## src/rtl/cmp_pkg.sv

```systemverilog
// cmp_pkg -- shared types for the compare stream tracker.
//   state_t   : frame-tracking FSM states (IDLE, IN_FRAME).
//   cmp_res_t : one-hot compare result, bit order {lt, gt, eq}.
//               CMP_NONE is the all-zero value that is held in reset.
package cmp_pkg;

  typedef enum logic {
    IDLE     = 1'b0,
    IN_FRAME = 1'b1
  } state_t;

  typedef enum logic [2:0] {
    CMP_NONE = 3'b000,
    CMP_EQ   = 3'b001,
    CMP_GT   = 3'b010,
    CMP_LT   = 3'b100
  } cmp_res_t;

endpackage

```

## src/rtl/cmp_core.sv

```systemverilog
// cmp_core -- combinational compare of two operands, with max/min select.
// Ports:
//   a, b        : operands (WIDTH bits)
//   signed_mode : 1 = two's-complement compare, 0 = unsigned
//   res         : one-hot {lt, gt, eq} result of a versus b
//   max_v/min_v : larger / smaller operand under the selected mode
module cmp_core
  import cmp_pkg::*;
#(
  parameter int WIDTH = 8
) (
  input  logic [WIDTH-1:0] a,
  input  logic [WIDTH-1:0] b,
  input  logic             signed_mode,
  output cmp_res_t         res,
  output logic [WIDTH-1:0] max_v,
  output logic [WIDTH-1:0] min_v
);

  // Flipping the sign bit maps two's-complement order onto unsigned order,
  // so one unsigned magnitude compare serves both modes.
  logic [WIDTH-1:0] sign_flip;
  logic [WIDTH-1:0] a_k;
  logic [WIDTH-1:0] b_k;

  assign sign_flip = {signed_mode, {(WIDTH-1){1'b0}}};
  assign a_k       = a ^ sign_flip;
  assign b_k       = b ^ sign_flip;

  always_comb begin
    res = CMP_EQ;
    if (a_k > b_k) begin
      res = CMP_GT;
    end else if (a_k < b_k) begin
      res = CMP_LT;
    end
  end

  assign max_v = (res == CMP_LT) ? b : a;
  assign min_v = (res == CMP_LT) ? a : b;

endmodule

```

## src/rtl/cmp_stream_tracker.sv

```systemverilog
// cmp_stream_tracker -- per-beat compare of x/y plus frame-running max/min
// and a saturating beat counter, behind a single output register.
// Ports:
//   clk, rst               : clock, asynchronous active-high reset
//   in_valid/in_ready      : operand beat handshake
//   x, y, signed_mode      : operands and per-beat compare mode
//   first, last            : frame delimiters, sampled with the beat
//   out_valid/out_ready    : result handshake
//   eq, gt, lt             : registered per-beat compare (exactly one set)
//   max_xy, min_xy         : registered per-beat extremes
//   run_max, run_min       : frame-running extremes including this beat
//   beat_cnt               : beats in the frame so far (saturating)
//   frame_done             : result belongs to a beat with last=1
//   dbg_state              : FSM state (0 = IDLE, 1 = IN_FRAME)
//
// Handshake: a beat moves when in_valid && in_ready; a result moves when
// out_valid && out_ready. in_ready = !out_valid || out_ready, so the single
// output register refills on the same edge it drains and results hold
// steady while out_valid && !out_ready.
module cmp_stream_tracker
  import cmp_pkg::*;
#(
  parameter int WIDTH = 8,
  parameter int CNT_W = 8
) (
  input  logic             clk,
  input  logic             rst,
  input  logic             in_valid,
  output logic             in_ready,
  input  logic [WIDTH-1:0] x,
  input  logic [WIDTH-1:0] y,
  input  logic             signed_mode,
  input  logic             first,
  input  logic             last,
  output logic             out_valid,
  input  logic             out_ready,
  output logic             eq,
  output logic             gt,
  output logic             lt,
  output logic [WIDTH-1:0] max_xy,
  output logic [WIDTH-1:0] min_xy,
  output logic [WIDTH-1:0] run_max,
  output logic [WIDTH-1:0] run_min,
  output logic [CNT_W-1:0] beat_cnt,
  output logic             frame_done,
  output logic             dbg_state
);

  localparam logic [CNT_W-1:0] CNT_SAT = {CNT_W{1'b1}};

  state_t           state;
  state_t           state_next;
  cmp_res_t         res_q;
  cmp_res_t         beat_res;
  logic [WIDTH-1:0] beat_max;
  logic [WIDTH-1:0] beat_min;
  logic [WIDTH-1:0] hi_max;
  logic [WIDTH-1:0] lo_min;
  logic             accept;
  logic             start_frame;

  // Only the max side of the high-tracking compare and the min side of the
  // low-tracking compare matter; the rest is left dangling on purpose.
  cmp_res_t         unused_hi_res;
  cmp_res_t         unused_lo_res;
  logic [WIDTH-1:0] unused_hi_min;
  logic [WIDTH-1:0] unused_lo_max;

  assign in_ready  = !out_valid || out_ready;
  assign accept    = in_valid && in_ready;
  // A beat opens a new frame when flagged first, or when no frame is open.
  assign start_frame = first || (state == IDLE);
  assign {lt, gt, eq} = res_q;
  assign dbg_state = state;

  // Per-beat compare of the incoming operands.
  cmp_core #(.WIDTH(WIDTH)) u_beat (
    .a           (x),
    .b           (y),
    .signed_mode (signed_mode),
    .res         (beat_res),
    .max_v       (beat_max),
    .min_v       (beat_min)
  );

  // Running compare: fold this beat's extremes into the frame extremes.
  cmp_core #(.WIDTH(WIDTH)) u_run_hi (
    .a           (beat_max),
    .b           (run_max),
    .signed_mode (signed_mode),
    .res         (unused_hi_res),
    .max_v       (hi_max),
    .min_v       (unused_hi_min)
  );

  cmp_core #(.WIDTH(WIDTH)) u_run_lo (
    .a           (beat_min),
    .b           (run_min),
    .signed_mode (signed_mode),
    .res         (unused_lo_res),
    .max_v       (unused_lo_max),
    .min_v       (lo_min)
  );

  // FSM state register.
  always_ff @(posedge clk or posedge rst) begin
    if (rst) begin
      state <= IDLE;
    end else begin
      state <= state_next;
    end
  end

  // FSM next state: only an accepted beat moves it.
  always_comb begin
    state_next = state;
    if (accept) begin
      state_next = last ? IDLE : IN_FRAME;
    end
  end

  // Output register and running frame state.
  always_ff @(posedge clk or posedge rst) begin
    if (rst) begin
      out_valid  <= 1'b0;
      res_q      <= CMP_NONE;
      max_xy     <= '0;
      min_xy     <= '0;
      run_max    <= '0;
      run_min    <= '0;
      beat_cnt   <= '0;
      frame_done <= 1'b0;
    end else if (accept) begin
      out_valid  <= 1'b1;
      res_q      <= beat_res;
      max_xy     <= beat_max;
      min_xy     <= beat_min;
      frame_done <= last;
      if (start_frame) begin
        run_max  <= beat_max;
        run_min  <= beat_min;
        beat_cnt <= CNT_W'(1);
      end else begin
        run_max  <= hi_max;
        run_min  <= lo_min;
        if (beat_cnt != CNT_SAT) begin
          beat_cnt <= beat_cnt + 1'b1;
        end
      end
    end else if (out_ready) begin
      // Result consumed with nothing new behind it; the data registers keep
      // their values because the running extremes carry into the next beat.
      out_valid <= 1'b0;
    end
  end

endmodule

```

## config.mk

```make
export PLATFORM = sky130hd
export DESIGN_NAME = cmp_stream_tracker
export DESIGN_NICKNAME = d
export VERILOG_FILES = /design/src/rtl/cmp_pkg.sv /design/src/rtl/cmp_core.sv /design/src/rtl/cmp_stream_tracker.sv
export SDC_FILE = /design/constraint.sdc
export NUM_CORES = 1
export LEC_CHECK = 0
export BUFFER_PORTS_ARGS = -buffer_cell sky130_fd_sc_hd__buf_4
export CAP_MARGIN = 20
export CORE_MARGIN = 4
export CORE_UTILIZATION = 45
export DETAILED_ROUTE_END_ITERATION = 10
export MAX_ROUTING_LAYER = met4
export PLACE_DENSITY = 0.7
export SYNTH_ARGS = -nofsm -noshare
export SYNTH_HDL_FRONTEND = slang
export SYNTH_SLANG_ARGS = --single-unit
```

## constraint.sdc

```tcl
create_clock -name clk -period 3.25 [get_ports clk]
set_input_delay 0.1625 -clock clk [delete_from_list [all_inputs] [get_ports clk]]
set_output_delay 0.1625 -clock clk [all_outputs]
set_load 0.02 [all_outputs]
```

## Word-level counts from Yosys, hierarchy flattened

Cells that the tools add are included.

| cells by class | value |
|---|---|
| add/subtract/negate cells | 1 |
| multipliers | 0 |
| divide/modulo/power cells | 0 |
| magnitude comparators | 6 |
| eq/ne operators | 5 |
| shift operators | 0 |
| mux-type cells | 17 |
| bitwise operators | 7 |
| reduce and logical (&&, ||, !) cells | 10 |

Operators by type and width:

| kind | count |
|---|---|
| $mux 8 | 8 |
| $xor 8x8->8 | 6 |
| $gt 8x8->1 | 3 |
| $lt 8x8->1 | 3 |
| $mux 3 | 6 |
| $eq 3x3->1 const B | 3 |
| $add 8x1->8 const B | 1 |
| $ne 8x8->1 const B | 1 |
| $reduce_and 2->1 | 3 |
| $reduce_bool 2->1 | 3 |
| $mux 1 | 3 |
| $logic_or 1x1->1 | 2 |
| $ne 2x2->1 const B | 1 |
| $logic_and 1x1->1 | 1 |
| $logic_not 1->1 | 1 |
| $not 1->1 | 1 |

| storage, ports and cells | value |
|---|---|
| flip-flop bits (word level) | 46 |
| bits in latches | 0 |
| RAM bits | 0 |
| memory bits (read-only) | 0 |
| input port bits | 23 |
| output and inout port bits | 47 |
| memories kept | 0 |

## Longest topological paths before layout

Gate-level depths: netlist (run 1).

| depth | value |
|---|---|
| word-level depth | 13 |
| depth in mapped cells | 18 |
| mapped depth without buffers | 15 |

## Hierarchy

From an unflattened synthesis (run 1), not the netlist that was laid out.

| unflattened totals | value |
|---|---|
| cells, all modules | 612 |
| area, all modules | 4443.0 um^2 |

By module, submodules not included:

| module | times used | cells each | area an instance (um^2) | sequential area each (um^2) |
|---|---|---|---|---|
| cmp_core | 3 | 127 | 810.8 | 0.0 |
| cmp_stream_tracker | 1 | 231 | 2010.7 | 1151.1 |

## Worst setup path after synthesis (run 1)

No wires, ideal clock.

| timing | value |
|---|---|
| path kind | in2reg |
| start | input signed_mode |
| end | register run_max[1] |
| setup time | 0.079 ns |
| arrival | 3.900 ns |
| setup slack | -0.729 ns |
| stages | 18 |
| path through | clkbuf_1 > xor2_1 > ha_1 > nand2_1 > nor2_1 > a211oi_2 > buf_4 > and2_1 > buf_6 > mux2i_1 > xnor2_1 > ha_1 > nand3_1 > o22ai_1 > or3_1 > or4b_4 > o31ai_4 > mux2i_1 |

| between the ends | value |
|---|---|
| cells in the longest elaborated chain, start to end | 13 |

Ends and longest elaborated chain:

| item | line | RTL |
|---|---|---|
| start: declaration | cmp_stream_tracker.sv:32 | `input logic signed_mode,` |
| $xor 8x8->8, on equally long branches | cmp_core.sv:27, cmp_core.sv:28 |  |
| $lt 8x8->1 | cmp_core.sv:34 | `end else if (a_k < b_k) begin` |
| $mux 3 | cmp_core.sv:34 |  |
| $mux 3 | cmp_core.sv:32 | `if (a_k > b_k) begin` |
| $eq 3x3->1 | cmp_core.sv:39 | `assign max_v = (res == CMP_LT) ? b : a;` |
| $mux 8 | cmp_core.sv:39 |  |
| $xor 8x8->8 | cmp_core.sv:27 | `assign a_k = a ^ sign_flip;` |
| $lt 8x8->1 | cmp_core.sv:34 |  |
| $mux 3 | cmp_core.sv:34 |  |
| $mux 3 | cmp_core.sv:32 |  |
| $eq 3x3->1 | cmp_core.sv:39 |  |
| $ne 2x2->1 (no source line) | n/a |  |
| $reduce_and 2->1 (no source line) | n/a |  |
| end signal: assignment | cmp_stream_tracker.sv:140 | `run_max <= beat_max;` |
| end signal: assignment | cmp_stream_tracker.sv:144 | `run_max <= hi_max;` |
| end: declaration | cmp_stream_tracker.sv:42 | `output logic [WIDTH-1:0] run_max,` |

Several ways; a longest one is shown, not always the timed one. The select of a mux whose other input is x is not followed.
A chain may end at the register's enable or synchronous reset.

## Worst setup path after layout (run 1)

| timing | value |
|---|---|
| start | input y[5] |
| end | register run_max[1] |

| between the ends | value |
|---|---|
| cells in the longest elaborated chain, start to end | 13 |

Ends and longest elaborated chain:

| item | line | RTL |
|---|---|---|
| start: declaration | cmp_stream_tracker.sv:31 | `input logic [WIDTH-1:0] y,` |
| $xor 8x8->8 | cmp_core.sv:28 | `assign b_k = b ^ sign_flip;` |
| $lt 8x8->1 | cmp_core.sv:34 |  |
| $mux 3 | cmp_core.sv:34 |  |
| $mux 3 | cmp_core.sv:32 |  |
| $eq 3x3->1 | cmp_core.sv:39 |  |
| $mux 8 * | cmp_core.sv:39 |  |
| $xor 8x8->8 | cmp_core.sv:27 |  |
| $lt 8x8->1 | cmp_core.sv:34 |  |
| $mux 3 | cmp_core.sv:34 |  |
| $mux 3 | cmp_core.sv:32 |  |
| $eq 3x3->1 | cmp_core.sv:39 |  |
| $ne 2x2->1 (no source line) | n/a |  |
| $reduce_and 2->1 (no source line) | n/a |  |

Mark *: on every way between the ends. The rest lies on a longest branch, timed or not. The select of a mux whose other input is x is not followed.

==> impl_results.md, run 1 <==
- Cells after synthesis: roughly 270
- Final instance area: around 4300 um2
- Total CTS buffers: 5
- Post-placement cell count: around 450
- Rel. slew slack: a little under 60%
- Hold path start: last
- Fraction of registers with async set/reset: 100.0%
- Latest clock arrival within the worst-skew pair: 0.31 ns
- Routability cong.: approximately 0.84
- Layout area overhead: 58.59%
- Power share of the clock group: 15.8%
- GRT Total Usage: between 20% and 30%
- Internal: about 0.0017 W
- Pin count of the biggest net entering global routing: 47
- Via Count: about 2,600
- Crit path DAT: ~3.8 ns
- 1st-pass router iterations: 4
- PnR worst setup slack: -0.3439 ns
- Core area: roughly 5600 um2
- Via density per instance: between 5 and 6
- IO buf count: between 60 and 70
- Net Count, Synth: between 300 and 400
- LEAKAGE: 2.116 nW
- Required @ worst endpoint: 3.48 ns
- Dominant register cell in the synthesized netlist: dfrtp_1
- Crit-path max FO: 7
- Reg power frac: a little under a third
- Max Clk Rate: about 280 MHz
- Commonest non-fill, non-tap cells in the layout: buf_4, dfrtp_1, inv_1, nand2_1, ha_1
- Crit path launch type: input port
- Final setup skew: ~0.012 ns
- Post-Layout Cell Count: 484
- Worst setup EP type: register
- Vias in the first global route: roughly 2,700
- Starting density of the core: between 40% and 50%
- Placed Instance Area: between 3000 and 4000 um2
- Setup-failing EPs final: 7
- Status: finished with violations
- Sequential fraction of the synthesis area: about 43%
- Nets: about 460
- Post-synth EDFFs: 0
- Synth unique cells: 45
- I/O pin total: 70
- Max cap viols: 0
- Post-DP HPWL: approximately 5.3 mm
- Critical path launch point: y[5]
- DRT iter0 DRCs: between 100 and 150
- CTS Sinks: between 40 and 50
- WS Path Type: input port to register
- Reg2reg start: run_max[7]
- Mapped Area: 2695 um2
- Yosys reg bits: 46
- # diodes: 0
- H-tree levels: 2
- Syn avg cell area: about 10 um2
- Comb pwr share: between 50% and 60%
- Die area: 7291 um2
- CTS tree: done
- Slew at the pin closest to its max-slew limit: 0.6050 ns
- Drt total wl: 8.458 mm
- Share of layout cells above drive strength 1: between 40 and 50%
- Final hold violation count: 0
- Yosys warnings: 0
- Initial antenna violation count: 0
- R2R setup slack: approximately 0.41 ns
- Fin crit share: 110.6%
- RSZ-0062 raised after global routing: true
- Pwr dens: ~640 nW/um2
- Grt ovf: 0
- WL/cell: about 17 um
- Net Sw Frac: just under 40%
- NetSw: between 0.001 and 0.0015 W
- Fin crit period: 3.594 ns
- Root buffer selected by CTS: clkbuf_8
- Final ANT Viol Nets: 0
- Failing checks: setup timing
- Die height: between 80 and 90 um
- Max-slew violations: 0
- CTS Buffer Depth: 2
- Global-route wire length before repair: 12.52 mm
- Die Width: roughly 85 um
- Commonest non-fill, non-tap cell in the layout: buf_4
- Num rows: 27
- Worst-path clk slew: roughly 0.09 ns
- Drt drc: 0
- IR Drop Worst-Case VDD: ~400 uV
- Hold crit path type: input port to register
-- final cells by class --
class | instances | area, um2
timing repair buffer | 144 | 1140
sequential | 46 | 1151
multi-input combinational | 180 | 1657
tap | 72 | 90.09
inverter | 34 | 127.6
clock inverter | 3 | 40.04
fill | 376 | 1368
clock buffer | 5 | 68.82
-- power groups by stage --
stage	Combinational, W	Sequential (W)	Clock [W]
6_report	0.00147	0.000824	0.000433
5_1_grt	0.00159	0.000845	0.000473
4_1_cts	0.00130	0.000822	0.000439
3_5_place_dp	0.00121	0.000831	0
3_3_place_gp	0.00117	0.000829	0
2_1_floorplan	0.000508	0.000998	0
-- cells by family after synthesis --
| group | count (synthesis) | share of synthesized area, % |
|---|---|---|
| AND/OR/NAND/NOR | 64 | 11.93 |
| AO/OA/AOI/OAI | 52 | 12.86 |
| flip-flops | 46 | 42.71 |
| buffers and inverters | 42 | 6.452 |
| multiplexers | 30 | 11.79 |
| adder cells (fa/ha/maj) | 23 | 10.68 |
| XOR/XNOR | 11 | 3.575 |
-- metal layers --
| metal | global-route usage, % | routed length, um | up-vias | share of wire, % |
|---|---|---|---|---|
| li1 | - | - | 1217 | - |
| met1 | 25.88 | 3370 | 1256 | 40 |
| met2 | 38.35 | 4417 | 95 | 52 |
| met3 | 4.175 | 413 | 22 | 4.9 |
| met4 | 8.921 | 256 | 0 | 3.0 |
| met5 | - | 0 | - | 0 |
-- synthesized netlist by cell type (2+ instances only) --
master    instances  area [um2]
mux2_1            7       78.83
o21ai_1           9       45.04
mux2_2            7       78.83
a21oi_1           9       45.04
buf_4             2       15.01
nor2_1           10       37.54
ha_1             23       287.8
and3_1            2       12.51
clkbuf_1          4       15.01
inv_1            33       123.9
o21ai_0          15       75.07
nand2b_1          3       18.77
o41ai_1           2       17.52
dfrtp_1          46        1151
mux2i_1          16       160.2
xnor2_1           5       43.79
nand3_1          12       60.06
o211ai_1          2       15.01
o21a_1            3       22.52
nand2_1          23       86.33
xor2_1            6       52.55
nand4_1           5       31.28
and2_1            2       12.51
-- state kept, by name (all words and copies together) (netlist names) --
signal,flops
run_max,8
frame_done,1
beat_cnt,8
res_q,3
dbg_state,1
run_min,8
min_xy,8
out_valid,1
max_xy,8
-- worst paths after layout --
kind | cells after the start | to
hold / removal | 2 | dbg_state
setup reg to reg | 9 | run_max[1]
max in group asynchronous | 4 | run_max[3]
hold reg to reg | 2 | min_xy[7]
min in group asynchronous | 3 | beat_cnt[5]
setup / recovery | 18 | run_max[1]
-- worst max-delay path, cell delays in order --
cell	delay, ns
buf_4	0.13
inv_1	0.13
ha_4	0.23
a21oi_2	0.14
nor2_2	0.07
a211oi_2	0.19
buf_4	0.20
and2_4	0.17
mux2i_4	0.25
xnor2_2	0.17
ha_4	0.25
nand3_4	0.07
o22ai_2	0.06
or3_4	0.39
or4b_4	0.54
o31ai_4	0.30
buf_12	0.17
mux2i_2	0.20
-- repair_timing --
item / in CTS / in global routing
hold buffers: 0 / 1
resized for setup: 16 / 31
setup buffers: 24 / 7
endpoints found under the hold margin: 0 / 16
pin swaps: 10 / 25
setup endpoints to repair: 15 / 17
-- per-stage QoR --
step | hold WS [ns] | TNS [ns] | total power, W | util, % | setup slack [ns]
final | 0.03898 | -2.244 | 0.002732 | 75.76 | -0.3439
after global routing | 0.03262 | -3.864 | 0.002906 | 75.76 | -0.4754
after CTS | 0.03645 | -1.029 | 0.002565 | 71.35 | -0.1537
after detailed placement | 0.3673 | -8.187 | 0.002037 | 64.69 | -0.6833
after global placement | 0.3633 | -6.684 | 0.002003 | 64.69 | -0.5410
after floorplan | 0.2679 | -5.596 | 0.001505 | - | -0.6235
No activity file was read; power rests on OpenSTA's default activity.
==> run 2, diff against run 1 <==
--- a/config.mk
+++ b/config.mk
@@ -5,13 +5,12 @@
 export SDC_FILE = /design/constraint.sdc
 export NUM_CORES = 1
 export LEC_CHECK = 0
-export BUFFER_PORTS_ARGS = -buffer_cell sky130_fd_sc_hd__buf_4
 export CAP_MARGIN = 20
-export CORE_MARGIN = 4
+export CORE_MARGIN = 3
 export CORE_UTILIZATION = 45
 export DETAILED_ROUTE_END_ITERATION = 10
+export DONT_BUFFER_PORTS = 1
 export MAX_ROUTING_LAYER = met4
-export PLACE_DENSITY = 0.7
 export SYNTH_ARGS = -nofsm -noshare
 export SYNTH_HDL_FRONTEND = slang
 export SYNTH_SLANG_ARGS = --single-unit
==> run 2 against run 1 <==
Against the previous run:
- the run still ends with setup timing left
- clock skew is 0.0012 ns higher
- register-to-register slack gained 0.17 ns
- count of clock-buffer cells in the layout rose by 1
- utilization is 16 points lower
- wire length decreased by 25%
- global-route usage fell by 3.6 points
- critical endpoint unchanged
- largest power group is now sequential cells
==> impl_results.md, run 2 (same netlist as run 1, synthesis figures left out) <==
- Status: finished with violations
- Failing checks: setup timing
- Via density per instance: 5.319 (-0.61%)
- Worst setup EP type: register
- Post-Layout Cell Count: 386 (-20%)
- Vias in the first global route: 2,168 (-18%)
- Drt total wl: 6.349 mm (-25%)
- Crit path launch type: input port
- Die Width: 83.39 um (-2.3%)
- Post-placement cell count: 367 (-18%)
- Crit-path max FO: 7 (unchanged)
- Global-route wire length before repair: 10.32 mm (-18%)
- Max Clk Rate: 305.3 MHz (+9.7%)
- Total CTS buffers: 5 (unchanged)
- DRT iter0 DRCs: 49 (-66%)
- Placed Instance Area: 3042 um2 (-17%)
- Critical Path, Cell by Cell: xor2_1 > ha_1 > nand2_1 > nor2_2 > a211oi_2 > and2_4 > mux2i_4 > xnor2_1 > ha_1 > nand3_2 > o22ai_2 > or3_4 > or4b_4 > o31ai_4 > buf_12 > mux2i_1
- Max-slew violations: 0 (unchanged)
- CP max stage delay: 0.51 ns (-0.03 ns)
- Hold EP: beat_cnt[2]
- Layout fillers: 478 (+27%)
- I/O pin total: 70 (unchanged)
- Top delay family on crit path: simple AND/OR/NAND/NOR gates
- LEAKAGE: 1.628 nW (-23%)
- # diodes: 0 (unchanged)
- Fin crit share: 100.8% (-9.8 points)
- Pre-CTS WS: -0.3955 ns (+0.2878 ns)
- Worst-path clk slew: 0.09 ns (about the same)
- Hold path start: first
- Setup-failing EPs final: 7 (unchanged)
- R2R setup slack: 0.58 ns (+0.17 ns)
- Grt ovf: 0 (unchanged)
- CTS tree: done
- RSZ-0062 raised after global routing: true
- Initial antenna violation count: 0 (unchanged)
- PnR worst setup slack: -0.02576 ns (+0.3181 ns)
- Max cap viols: 0 (unchanged)
- 1st-pass router iterations: 4 (unchanged)
- IR Drop Worst-Case VDD: 350.6 uV (-12%)
- Latest clock arrival within the worst-skew pair: 0.30 ns (about the same)
- Layout area overhead: 25.58%
- Crit path DAT: 3.51 ns (-0.31 ns)
- Commonest non-fill, non-tap cell in the layout: dfrtp_1
- Core area: 5642 um2 (unchanged)
- Cell mode on critical path: ha_1
- Final setup skew: 0.01358 ns (+0.001212 ns)
- Worst path bufs/invs: 1 (-3)
- Pwr dens: 708.1 nW/um2 (+11%)
- Pin count of the biggest net entering global routing: 47 (unchanged)
- Reg2reg start: run_max[7]
- Post-DP HPWL: 4.689 mm (-11%)
- Final hold violation count: 0 (unchanged)
- Fin crit period: 3.276 ns (-0.3181 ns)
- Final ANT Viol Nets: 0 (unchanged)
- Share of layout cells above drive strength 1: 27.71% (-22 points)
- WL/cell: 16.45 um (-5.9%)
- Max stage delay cell, worst path: or4b_4
- Num rows: 27 (unchanged)
- Die area: 6954 um2 (-4.6%)
- Drt drc: 0 (unchanged)
- WS Path Type: input port to register
- WHS Path Cells: 3 (+1)
- Nets: 359 (-21%)
- Critical path launch point: signed_mode
- CTS Sinks: 46 (unchanged)
- Via Count: 2,053 (-21%)
- Starting density of the core: 47.77% (unchanged)
- GRT Total Usage: 18.85% (-3.6 points)
- Final instance area: 3385 um2 (-21%)
- Hold crit path type: input port to register
- FF-to-FF path depth: 9 (unchanged)
- Required @ worst endpoint: 3.48 ns (about the same)
- Routability cong.: 0.8602 (+2.5%)
- H-tree levels: 2 (unchanged)
- CTS Buffer Depth: 2 (unchanged)
- Commonest non-fill, non-tap cells in the layout: dfrtp_1, buf_4, inv_1, nand2_1, ha_1
- Worst reg2reg endpoint: run_max[1]
- Die height: 83.39 um (-2.3%)
- IO buf count: 0 (-100%)
- Slew at the pin closest to its max-slew limit: 0.5989 ns (-0.006069 ns)
- Root buffer selected by CTS: clkbuf_8
- Rel. slew slack: 59.92% (+0.41 points)
[run 2: cell count changes in the layout (fill, tap and decap cells not counted), sizes merged]
| cell | before | now |
|---|---|---|
| buf | 143 | 43 |
| clkbuf | 5 | 6 |
| clkinv | 2 | 0 |
| dlygate4sd3 | 1 | 3 |
| bufinv | 1 | 2 |
[run 2: worst max-delay path by stage]
| stage | to | slack [ns] | cells past startpoint |
|---|---|---|---|
| after detailed placement | run_max[1] | -0.40 | 16 |
| after global routing | run_max[5] | -0.17 | 16 |
| after global placement | run_max[6] | -0.36 | 16 |
| after CTS | run_max[1] | -0.02 | 16 |
| after floorplan | run_max[1] | -0.62 | 18 |
| final | run_max[1] | -0.03 | 16 |
[run 2: cell type report]
class | count | area [um2] | share of cell area [%]
multi-input combinational | 180 | 1475 | 43.59
clock buffer | 6 | 82.58 | 2.440
inverter | 34 | 127.6 | 3.771
tap | 72 | 90.09 | 2.662
sequential | 46 | 1151 | 34.01
clock inverter | 2 | 60.06 | 1.774
timing repair buffer | 46 | 397.9 | 11.76
[run 2: routing by layer]
layer | wire (um) | GRT usage [%] | vias to the layer above
met2 | 2986 | 30.39 | 52
met4 | 79 | 5.201 | 0
li1 | - | - | 1014
met1 | 2761 | 21.88 | 979
met5 | 0 | - | -
met3 | 522 | 7.440 | 8
[run 2: where the power goes]
| part | leakage [nW] | switching (W) | internal (W) | total (W) |
|---|---|---|---|---|
| combinational | 0.993 | 0.000405 | 0.000445 | 0.000851 |
| sequential | 0.564 | 0.000304 | 0.000716 | 0.00102 |
| clock | 0.0714 | 0.000197 | 0.000328 | 0.000525 |
[run 2: what timing repair did]
| action | in CTS | in global routing |
|---|---|---|
| hold buffers | 3 | 0 |
| buffers inserted | 2 | 5 |
| pin swaps | 3 | 6 |
| endpoints found under the setup margin | 7 | 15 |
| resized for setup | 1 | 16 |
| endpoints found under the hold margin | 49 | 0 |
[run 2: tightest hold or removal path: stages]
cell and delay, ns:
nor2b_4 0.03, inv_2 0.07, o41ai_1 0.06
[run 2: per-stage QoR]
| step | power (W) | util (%) | hold slack, ns | TNS [ns] |
|---|---|---|---|---|
| after floorplan | 0.001505 | - | 0.2679 | -5.596 |
| after global placement | 0.001760 | 53.91 | 0.2735 | -3.729 |
| after detailed placement | 0.001774 | 53.91 | 0.2758 | -3.872 |
| after CTS | 0.002328 | 57.33 | 0.04296 | -0.05285 |
| after global routing | 0.002549 | 59.99 | 0.06803 | -1.694 |
| final | 0.002396 | 59.99 | 0.05443 | -0.07535 |
